### src/rtl/apb_reg_completer.sv
// apb_reg_completer: APB4 register-bank completer with wait states, strobes, secure/RO protection and PSLVERR.
module apb_reg_completer #(
    parameter int                   ADDR        = 32,
    parameter int                   DATA        = 32,
    parameter int                   NUM_REGS    = 8,
    parameter int                   WAIT_STATES = 0,
    parameter logic [NUM_REGS-1:0]  RO_MASK     = '0,
    parameter logic [NUM_REGS-1:0]  SECURE_MASK = '0,
    parameter logic [DATA-1:0]      RESET_VAL   = '0
) (
    input  logic                     system_clock,
    input  logic                     reset,
    input  logic                     psel,
    input  logic                     penable,
    input  logic                     pwrite,
    input  logic [2:0]               pprot,
    input  logic [ADDR-1:0]          paddr,
    input  logic [DATA-1:0]          pwdata,
    input  logic [DATA/8-1:0]        pstrb,
    output logic                     pready,
    output logic [DATA-1:0]          prdata,
    output logic                     pslverr,
    input  logic [NUM_REGS*DATA-1:0] hw_status,
    output logic [NUM_REGS*DATA-1:0] reg_out
);
    localparam int NB = DATA / 8;
    localparam int AW = $clog2(NB);
    localparam int IW = NUM_REGS > 1 ? $clog2(NUM_REGS) : 1;
    localparam logic [ADDR-1:0] AMASK = ADDR'((1 << AW) - 1);

    typedef enum logic [1:0] {IDLE, WAIT, READY} state_t;
    state_t state, state_n;
    logic [3:0] cnt, cnt_n;
    logic [IW-1:0] idx_q, idx_l, cur_idx;
    logic wr_q, err_q, err_l, cur_wr, cur_err, setup, in_range, commit;
    logic [ADDR-1:0] idx_full;
    logic [DATA-1:0] wdata_q, rd_val;
    logic [NB-1:0] strb_q;
    logic unused_prot;

    assign unused_prot = pprot[0] ^ pprot[2];
    assign setup    = psel & ~penable;
    assign idx_full = paddr >> AW;
    assign in_range = idx_full < ADDR'(NUM_REGS);
    assign idx_l    = idx_full[IW-1:0];
    assign err_l    = (|(paddr & AMASK)) | ~in_range |
                      (in_range & ((pwrite & RO_MASK[idx_l]) | (pprot[1] & SECURE_MASK[idx_l])));
    // With no wait states READY is entered on the setup edge itself, so use the live decode there
    assign cur_idx  = state == IDLE ? idx_l  : idx_q;
    assign cur_wr   = state == IDLE ? pwrite : wr_q;
    assign cur_err  = state == IDLE ? err_l  : err_q;
    assign rd_val   = (cur_wr | cur_err) ? '0 :
                      RO_MASK[cur_idx] ? hw_status[cur_idx*DATA +: DATA] : reg_out[cur_idx*DATA +: DATA];
    assign commit   = state == READY & psel & penable & wr_q & ~err_q;
    assign pready   = state == READY;

    always_comb begin
        state_n = state;
        cnt_n   = cnt;
        case (state)
            IDLE: if (setup) begin
                state_n = WAIT_STATES == 0 ? READY : WAIT;
                cnt_n   = 4'(WAIT_STATES);
            end
            WAIT: begin
                state_n = !psel ? IDLE : cnt == 4'd1 ? READY : WAIT;
                cnt_n   = psel ? cnt - 4'd1 : 4'd0;
            end
            default: state_n = IDLE;
        endcase
    end

    always_ff @(posedge system_clock or posedge reset) begin
        if (reset) begin
            state   <= IDLE;
            cnt     <= '0;
            idx_q   <= '0;
            wr_q    <= 1'b0;
            err_q   <= 1'b0;
            wdata_q <= '0;
            strb_q  <= '0;
            prdata  <= '0;
            pslverr <= 1'b0;
        end else begin
            state <= state_n;
            cnt   <= cnt_n;
            if (state == IDLE && setup) begin
                idx_q   <= idx_l;
                wr_q    <= pwrite;
                err_q   <= err_l;
                wdata_q <= pwdata;
                strb_q  <= pstrb;
            end
            if (state_n == READY) begin
                prdata  <= rd_val;
                pslverr <= cur_err;
            end
        end
    end

    for (genvar i = 0; i < NUM_REGS; i++) begin : g_reg
        if (RO_MASK[i]) begin : g_ro
            assign reg_out[i*DATA +: DATA] = '0;
        end else begin : g_rw
            logic [DATA-1:0] r;
            always_ff @(posedge system_clock or posedge reset) begin
                if (reset)
                    r <= RESET_VAL;
                else if (commit && idx_q == IW'(i))
                    for (int k = 0; k < NB; k++)
                        if (strb_q[k]) r[8*k +: 8] <= wdata_q[8*k +: 8];
            end
            assign reg_out[i*DATA +: DATA] = r;
        end
    end
endmodule
### config.mk
export PLATFORM = sky130hd
export DESIGN_NAME = apb_reg_completer
export DESIGN_NICKNAME = d
export VERILOG_FILES = /design/src/rtl/apb_reg_completer.sv
export SDC_FILE = /design/constraint.sdc
export NUM_CORES = 1
export LEC_CHECK = 0
export CAP_MARGIN = 15
export CORE_AREA = 5 5 241 243
export DETAILED_ROUTE_END_ITERATION = 16
export DIE_AREA = 0 0 246 248
export RECOVER_POWER = 50
export SLEW_MARGIN = 20
export SYNTH_ARGS = -nofsm -noshare
export SYNTH_HDL_FRONTEND = slang
export SYNTH_SLANG_ARGS = --single-unit
### constraint.sdc
create_clock -name system_clock -period 13.8 [get_ports system_clock]
set_clock_uncertainty 0.15 [all_clocks]
set_input_delay 2.76 -clock system_clock [delete_from_list [all_inputs] [get_ports system_clock]]
set_output_delay 2.76 -clock system_clock [all_outputs]
set_load 0.005 [all_outputs]
Word level (Yosys, flattened, before mapping)

Memory sizes are Yosys's and may differ from the RTL's.
Cells that the tools add are included.

Bits in registers: 336
Input port bits: 332
Memory bits (read-only): 16
Logic and storage cells: 136
Memories kept: 2

Memory list:

| name             | depth | width | rd ports | clocked after memory_dff | wr ports | RTL line | RTL |
|---|---|---|---|---|---|---|---|
| (name not given) | 8     | 1     | 1        | 0                        | 0        | 53       | `RO_MASK[cur_idx] ? hw_status[cur_idx*DATA +: DATA] : reg_out[cur_idx*DATA +: DATA];` |
| (name not given) | 8     | 1     | 1        | 0                        | 0        | 47       | `(in_range & ((pwrite & RO_MASK[idx_l]) \| (pprot[1] & SECURE_MASK[idx_l])));` |

Muxes and demuxes: 14
Shift operators: 2
Reductions and logical operators: 46
Magnitude comparators: 3
Equal/unequal tests: 12
Bitwise operators: 15
$add $sub $neg: 1

Operators by type and width:

| kind                | count |
|---|---|
| $shiftx 256x9->32   | 2 |
| $reduce_and 2->1    | 33 |
| $mux 32             | 2 |
| $lt 30x4->1 const B | 1 |
| $eq 3x3->1 const B  | 4 |
| $logic_and 1x1->1   | 9 |
| $and 1x1->1         | 8 |
| $lt 3x4->1 const B  | 2 |
| $mux 4              | 2 |
| $pmux 4 s2          | 1 |
| $eq 3x2->1 const B  | 2 |
| $mux 2              | 3 |
| $eq 2x2->1 const B  | 2 |
| $eq 4x1->1 const B  | 1 |
| $mux 1              | 4 |
| $or 1x1->1          | 4 |
| $pmux 2 s2          | 1 |
| $sub 4x1->4 const B | 1 |
| $eq 3x1->1 const B  | 1 |
| $logic_not 3->1     | 1 |
| $mux 3              | 1 |
| $not 1->1           | 3 |
| $eq 2x1->1 const B  | 1 |
| $logic_not 2->1     | 1 |
| 3 further kinds     | 3 |

Longest topological paths before layout

Gate-level depths: netlist of the first run.

Depth after elaboration: 9
Depth in mapped cells: 8
Mapped depth without buffers: 6

Worst setup path before layout of the first run

Ideal clock, no wire load.

Path kind: input port to flip-flop
Start: in paddr[26]
End: reg prdata[10]
Cell stages on the path: 6
Arrival time: 4.204 ns
Path slack: 9.378 ns
Setup time: 0.068 ns
Path buffers: 1
Path through: nor4_1 > nand2_1 > nor4_1 > a32o_1 > clkbuf_1 > a32o_1

Longest elaborated chain between the ends: 7

Ends and longest elaborated chain:

| element                | RTL line | RTL |
|---|---|---|
| start: declaration     | 17       | `input logic [ADDR-1:0] paddr,` |
| $lt 30x4->1 *          | 44       | `assign in_range = idx_full < ADDR'(NUM_REGS);` |
| $not 1->1              | 46       | `assign err_l = (\|(paddr & AMASK)) \| ~in_range \|` |
| $or 1x1->1             | 46       |  |
| $or 1x1->1 *           | 46       |  |
| $mux 1 *               | 51       | `assign cur_err = state == IDLE ? err_l : err_q;` |
| $or 1x1->1 *           | 52       | `assign rd_val = (cur_wr \| cur_err) ? '0 :` |
| $mux 32 *              | 52       |  |
| end signal: assignment | 95       | `prdata <= rd_val;` |
| end: declaration       | 21       | `output logic [DATA-1:0] prdata,` |

Mark *: on every way between the ends. The rest lies on a longest branch, timed or not.
A chain may end at the register's enable or synchronous reset.

Final worst setup path of the first run

Start: in psel
End: reg pslverr

Longest elaborated chain between the ends: 4

Ends and longest elaborated chain:

| element                | RTL line | RTL |
|---|---|---|
| start: declaration     | 13       | `input logic psel,` |
| $and 1x1->1            | 42       | `assign setup = psel & ~penable;` |
| $mux 2                 | 61       | `IDLE: if (setup) begin` |
| $pmux 2 s2 *           | 60       | `case (state)` |
| $eq 2x2->1 *           | 94       | `if (state_n == READY) begin` |
| end signal: assignment | 96       | `pslverr <= cur_err;` |
| end: declaration       | 22       | `output logic pslverr,` |

Marked as above.

==> results.sh, run 1 <==
export IMPL_status="complete, but fails checks"
export IMPL_violations="max-capacitance violations, max-slew violations"
export IMPL_num_vias=11030
export IMPL_synth_yosys_seq_area_share_pct=57.13
export IMPL_cts_resized=0
export IMPL_die_x_um=246
export IMPL_dp_hpwl_um=37800
export IMPL_synth_area_top_cells="dfrtp_1 (57%), mux2_2 (22%), mux2i_1 (4.4%)"
export IMPL_p_leak_uw=0.009961
export IMPL_grt_pass1_wl_um=79650
export IMPL_clkLatencyLatePin_ns=0.56
export IMPL_synth_edf_count=0
export IMPL_ys_warn_count=0
export IMPL_route_detailed_drc=0
export IMPL_crit_path_end_kind="flip-flop"
export IMPL_setup_viol_count_final=0
export IMPL_pre_cts_ws_ns=7.546
export IMPL_grt_overflow_total=0
export IMPL_rsz0062_at_grt="false"
export IMPL_cts_buffers=39
export IMPL_synth_distinct_cells=36
export IMPL_timing_final_ws_setup_ns=5.077
export IMPL_cts_setup_buffers=0
export IMPL_viasPerCell=4.922
export IMPL_async_reset_ff_share_pct=100.0
export IMPL_initial_core_util_pct=26.41
export IMPL_vdd_drop_max_mv=0.08115
export IMPL_drive_gt1_share_pct=26.71
export IMPL_syn_num_nets=1424
export IMPL_critPathLaunchType="primary input"
export IMPL_finalWirelength_um=54920
export IMPL_root_buffer="clkbuf_16"
export IMPL_grt_max_degree=151
export IMPL_final_net_count=1787
export IMPL_gr_usage_all_layers_pct=17.48
export IMPL_antenna_found_initial=11
export IMPL_synth_seq_cells=336
export IMPL_ioPinCount=622
export IMPL_nFillCells=5493
export IMPL_netlist_area_leader_share_pct=57.13
export IMPL_cts_tree="yes"
export IMPL_dieArea_um2=61010
export IMPL_syn_inst=1090
export IMPL_min_path_type="reg2reg"
export IMPL_synth_area_leader_cell="dfrtp_1"
export IMPL_numPortBuffers=362
export IMPL_worst_ep_arrival_time_ns=9.01
export IMPL_wire_per_inst_um=24.52
export IMPL_drt_iter0_drc=660
export IMPL_finalSetupTns_ns=0
export IMPL_cp_required_ns=14.09
export IMPL_slew_limit_headroom_pct=-262.9
export IMPL_path_class="in2reg"
export IMPL_cts_sinks=336
export IMPL_place_congestion=0.8277
export IMPL_grt_pass1_vias=11620
export IMPL_period_share_pct=63.21
export IMPL_ctsHoldBuffers=0
export IMPL_synth_main_ff_cell="dfrtp_1"
export IMPL_powerDensity_nw_per_um2=113.9
export IMPL_hold_viol=0
export IMPL_num_rows=87
export IMPL_postRouteAntennaNets=0
export IMPL_syn_avg_cell_area_um2=13.50
export IMPL_max_cap_violations=3
export IMPL_path_clk_slew_ns=0.06
export IMPL_firstDrtPassIters=5
export IMPL_htree_num_levels=2
export IMPL_design_core_area_um2=55730
export IMPL_synthToLayoutAreaGrowth_pct=39.55
export IMPL_period_minus_slack_ns=8.723
export IMPL_maxSlewViolCount=183
export IMPL_synth_area_um2=14720
export IMPL_cp_max_fo=44
export IMPL_clock_path_buffers=3
export IMPL_die_h_um=248
export IMPL_worst_pin_slew_ns=5.414
export IMPL_fmax_ghz=0.1146
kinds of logic after synthesis:
logic type | count (synthesis) | synth area share [%]
adder cells (fa/ha/maj) | 2 | 0.1700
AO/OA/AOI/OAI | 108 | 6.461
buffers and inverters | 57 | 1.870
multiplexers | 362 | 27.14
AND/OR/NAND/NOR | 225 | 7.226
flip-flops | 336 | 57.13
power breakdown:
part | total, uW | switching, uW | internal [uW]
clock network | 1100 | 418 | 686
registers | 1060 | 54.7 | 1010
logic | 172 | 101 | 70.8
placed cells by master (no fill, tap or decap), types with 3 or more instances in the layout:
cell type,n
nor2_1,9
clkdlybuf4s50_1,72
diode_2,5
nor4_1,6
nand3_2,4
mux2i_1,65
mux2_1,9
nand2_1,151
inv_1,3
a32oi_1,64
a21oi_1,3
mux2_2,288
clkbuf_8,4
o21ai_0,6
nor2_2,12
buf_4,10
nor2b_1,8
dlygate4sd3_1,290
nand3_1,4
bufinv_16,7
a32o_1,32
clkbuf_1,11
clkbuf_16,40
dfrtp_1,336
nand2_2,7
nand3b_1,6
critical path, cell delays in order:
cell and delay (ns):
dlygate4sd3_1 0.59, nor2b_1 0.19, and2_2 0.15, clkbuf_1 2.57, nor2_1 1.69, buf_4 0.70
mux2_2 0.32
cell usage after synthesis, types with 6 or more instances:
master and n:
a32oi_1 64, nand2_1 154, dfrtp_1 336, mux2_2 288
o21ai_0 6, clkbuf_1 21, nand3b_1 6, mux2_1 9
nor4_1 7, buf_1 10, nor2_2 12, nor2_1 9
a32o_1 33, nor2b_1 9, mux2i_1 65, buf_2 16
area by class of cell:
class                      count  area (um2)  share of cell area [%]
sequential                   336        8408                   40.94
multi-input combinational    697        6070                   29.55
antenna                        5       12.51                 0.06092
clock inverter                14       270.3                   1.316
timing repair buffer         375        3726                   18.14
clock buffer                  53        1090                   5.306
inverter                       4       16.27                 0.07920
tap                          756       945.9                   4.606
routing by layer:
layer | global-route usage [%] | part of all wire (%)
met3 | 7.226 | 10
met5 | 0 | 0.12
met2 | 26.13 | 43
met4 | 4.135 | 2.0
met1 | 23.78 | 44
flip-flops by register name, indices dropped and copies added (netlist names):
name	flops
err_q	1
cnt	4
wdata_q	32
wr_q	1
pslverr	1
state	2
prdata	32
idx_q	3
g.g_rw.r	256
strb_q	4
worst paths after layout:
kind                       depth (start not counted)  slack (ns)             endpoint      start
min in group asynchronous                          2        4.19  g_reg[0].g_rw.r[30]      reset
setup reg to reg                                   6        7.15              pslverr   state[1]
setup / recovery                                   7        5.08              pslverr       psel
hold reg to reg                                    1        0.34            prdata[6]  prdata[6]
hold / removal                                     1        0.34            prdata[6]  prdata[6]
max in group asynchronous                          3        6.70  g_reg[1].g_rw.r[16]      reset
through the flow:
stage / util, % / std cells / power [uW] / hold slack [ns] / cell area [um2]
2_1_floorplan: - / 1090 / 1164 / 0.3153 / 14720
3_3_place_gp: 34.42 / 2168 / 1250 / 0.3272 / 19180
3_5_place_dp: 34.44 / 2168 / 1255 / 0.3338 / 19190
4_1_cts: 36.88 / 2235 / 2365 / 0.3475 / 20550
5_1_grt: 36.83 / 2235 / 2424 / 0.3618 / 20530
6_report: 36.85 / 2240 / 2339 / 0.3384 / 20540
Power figures use the tool's default switching activity.
==> inputs of run 2 (changes only) <==
CORE_AREA = 5 5 238 240   (was 5 5 241 243)
DIE_AREA = 0 0 243 245   (was 0 0 246 248)
clock period = 7.7 ns   (was 13.8 ns; I/O delays follow)
==> results.sh, run 2 (same netlist as run 1, synthesis figures left out) <==
export IMPL_diodes=0
export IMPL_max_cap_violations=0
export IMPL_critPathLaunchType="primary input"
export IMPL_final_net_count=1786
export IMPL_worst_pin_slew_ns=1.137
export IMPL_finalSetupTns_ns=0
export IMPL_grt_max_degree=162
export IMPL_cts_sinks=336
export IMPL_met3_length_um=5885
export IMPL_cts_tree="yes"
export IMPL_crit_buf_inv=2
export IMPL_rsz0062_at_grt="false"
export IMPL_grt_pass1_vias=11550
export IMPL_min_path_type="reg2reg"
export IMPL_postRouteAntennaNets=0
export IMPL_drive_gt1_share_pct=27.08
export IMPL_crit_path_top_delay_cell="nor4_2"
export IMPL_initial_core_util_pct=27.03
export IMPL_vdd_drop_max_mv=0.1396
export IMPL_grt_overflow_total=0
export IMPL_firstDrtPassIters=5
export IMPL_num_rows=86
export IMPL_cp_max_fo=18
export IMPL_setup_viol_count_final=0
export IMPL_status="finished, final reports clean"
export IMPL_cts_setup_buffers=0
export IMPL_worst_ep_arrival_time_ns=5.00
export IMPL_cp_required_ns=8.02
export IMPL_place_congestion=0.7723
export IMPL_antenna_found_initial=10
export IMPL_wl_met2_um=23420
export IMPL_route_detailed_drc=0
export IMPL_crit_chain="clkdlybuf4s50_1, nor3_1, nand2_1, nor4_2, a32o_2, buf_4, a32o_1"
export IMPL_timing_final_ws_setup_ns=3.024
export IMPL_postLayoutCellArea_um2=20400
export IMPL_cts_buffers=39
export IMPL_ioPinCount=622
export IMPL_synthToLayoutAreaGrowth_pct=38.60
export IMPL_hold_viol=0
export IMPL_clock_path_buffers=3
export IMPL_period_minus_slack_ns=4.676
export IMPL_crit_family="simple AND/OR/NAND/NOR gates"
export IMPL_slowest_delay_ns=0.79
export IMPL_htree_num_levels=2
export IMPL_crit_path_end_kind="flip-flop"
export IMPL_die_h_um=245
export IMPL_finalWirelength_um=53940
export IMPL_cts_resized=0
export IMPL_viasPerCell=5.070
export IMPL_holdWs_ns=0.3336
export IMPL_die_x_um=243
export IMPL_wl_met1_um=23250
export IMPL_fmax_ghz=0.2139
export IMPL_placed_cell_area_um2=19130
export IMPL_path_class="in2reg"
export IMPL_final_common_cell="dfrtp_1"
export IMPL_mostFrequentLayoutCells="dfrtp_1 (336), mux2_2 (288), clkdlybuf4s50_1 (226), nand2_1 (151), dlygate4sd3_1 (136)"
export IMPL_slew_limit_headroom_pct=23.94
export IMPL_maxSlewViolCount=0
export IMPL_clkLatencyLatePin_ns=0.54
export IMPL_numPortBuffers=362
export IMPL_top_register="g.g_rw.r"
export IMPL_period_share_pct=60.72
export IMPL_highest_layer="met5"
export IMPL_dp_hpwl_um=37280
export IMPL_design_core_area_um2=54450
export IMPL_dieArea_um2=59540
export IMPL_largest_reg_flops=256
export IMPL_wire_per_inst_um=24.73
export IMPL_root_buffer="clkbuf_16"
export IMPL_path_clk_slew_ns=0.06
export IMPL_p_leak_uw=0.009391
export IMPL_pre_cts_ws_ns=2.321
export IMPL_ctsHoldBuffers=0
export IMPL_drt_iter0_drc=530
export IMPL_nFillCells=5198
export IMPL_powerDensity_nw_per_um2=199.3
export IMPL_grt_pass1_wl_um=79540
export IMPL_gr_usage_all_layers_pct=17.59
export IMPL_reg_top3="g.g_rw.r x256, prdata x32, wdata_q x32"
export IMPL_num_vias=11060
run 2: path summary, 6_finish.rpt:
check | from | end | slack, ns | cells after the start
worst max-delay path | paddr[18] | prdata[17] | 3.02 | 7
worst min-delay path | prdata[21] | prdata[21] | 0.33 | 1
worst max register to register | state[1] | prdata[17] | 4.35 | 5
worst min register to register | prdata[21] | prdata[21] | 0.33 | 1
max in group asynchronous | reset | g_reg[3].g_rw.r[1] | 4.42 | 3
min in group asynchronous | reset | g_reg[1].g_rw.r[27] | 1.52 | 2
run 2: power breakdown:
part	leakage (uW)	switching (uW)	total [uW]	internal [uW]
clock network	0.000633	737	1860	1120
registers	0.00460	96.3	1900	1810
logic	0.00416	177	303	126
total	0.00939	1010	4070	3060
run 2: metal layers:
metal | up-vias | GRT usage, %
met5 | - | 0
met4 | 14 | 4.856
met3 | 105 | 7.361
met2 | 510 | 26.90
met1 | 5670 | 23.09
li1 | 4759 | -
run 2: stage by stage:
step	cells	util [%]	total power (uW)
after CTS	2181	37.47	4117
after floorplan	1090	-	2086
after detailed placement	2115	35.13	2245
after global routing	2181	37.46	4217
after global placement	2115	35.13	2236
final	2181	37.46	4066
run 2: area by class of cell:
type,count,area [um2],area share (%)
Clock inverter,12,141.4,0.6931
Tap cell,704,880.8,4.318
Clock buffer,54,1132,5.551
Inverter,4,16.27,0.07974
Timing Repair Buffer,374,3739,18.33
Multi-Input combinational cell,697,6081,29.81
Sequential cell,336,8408,41.22
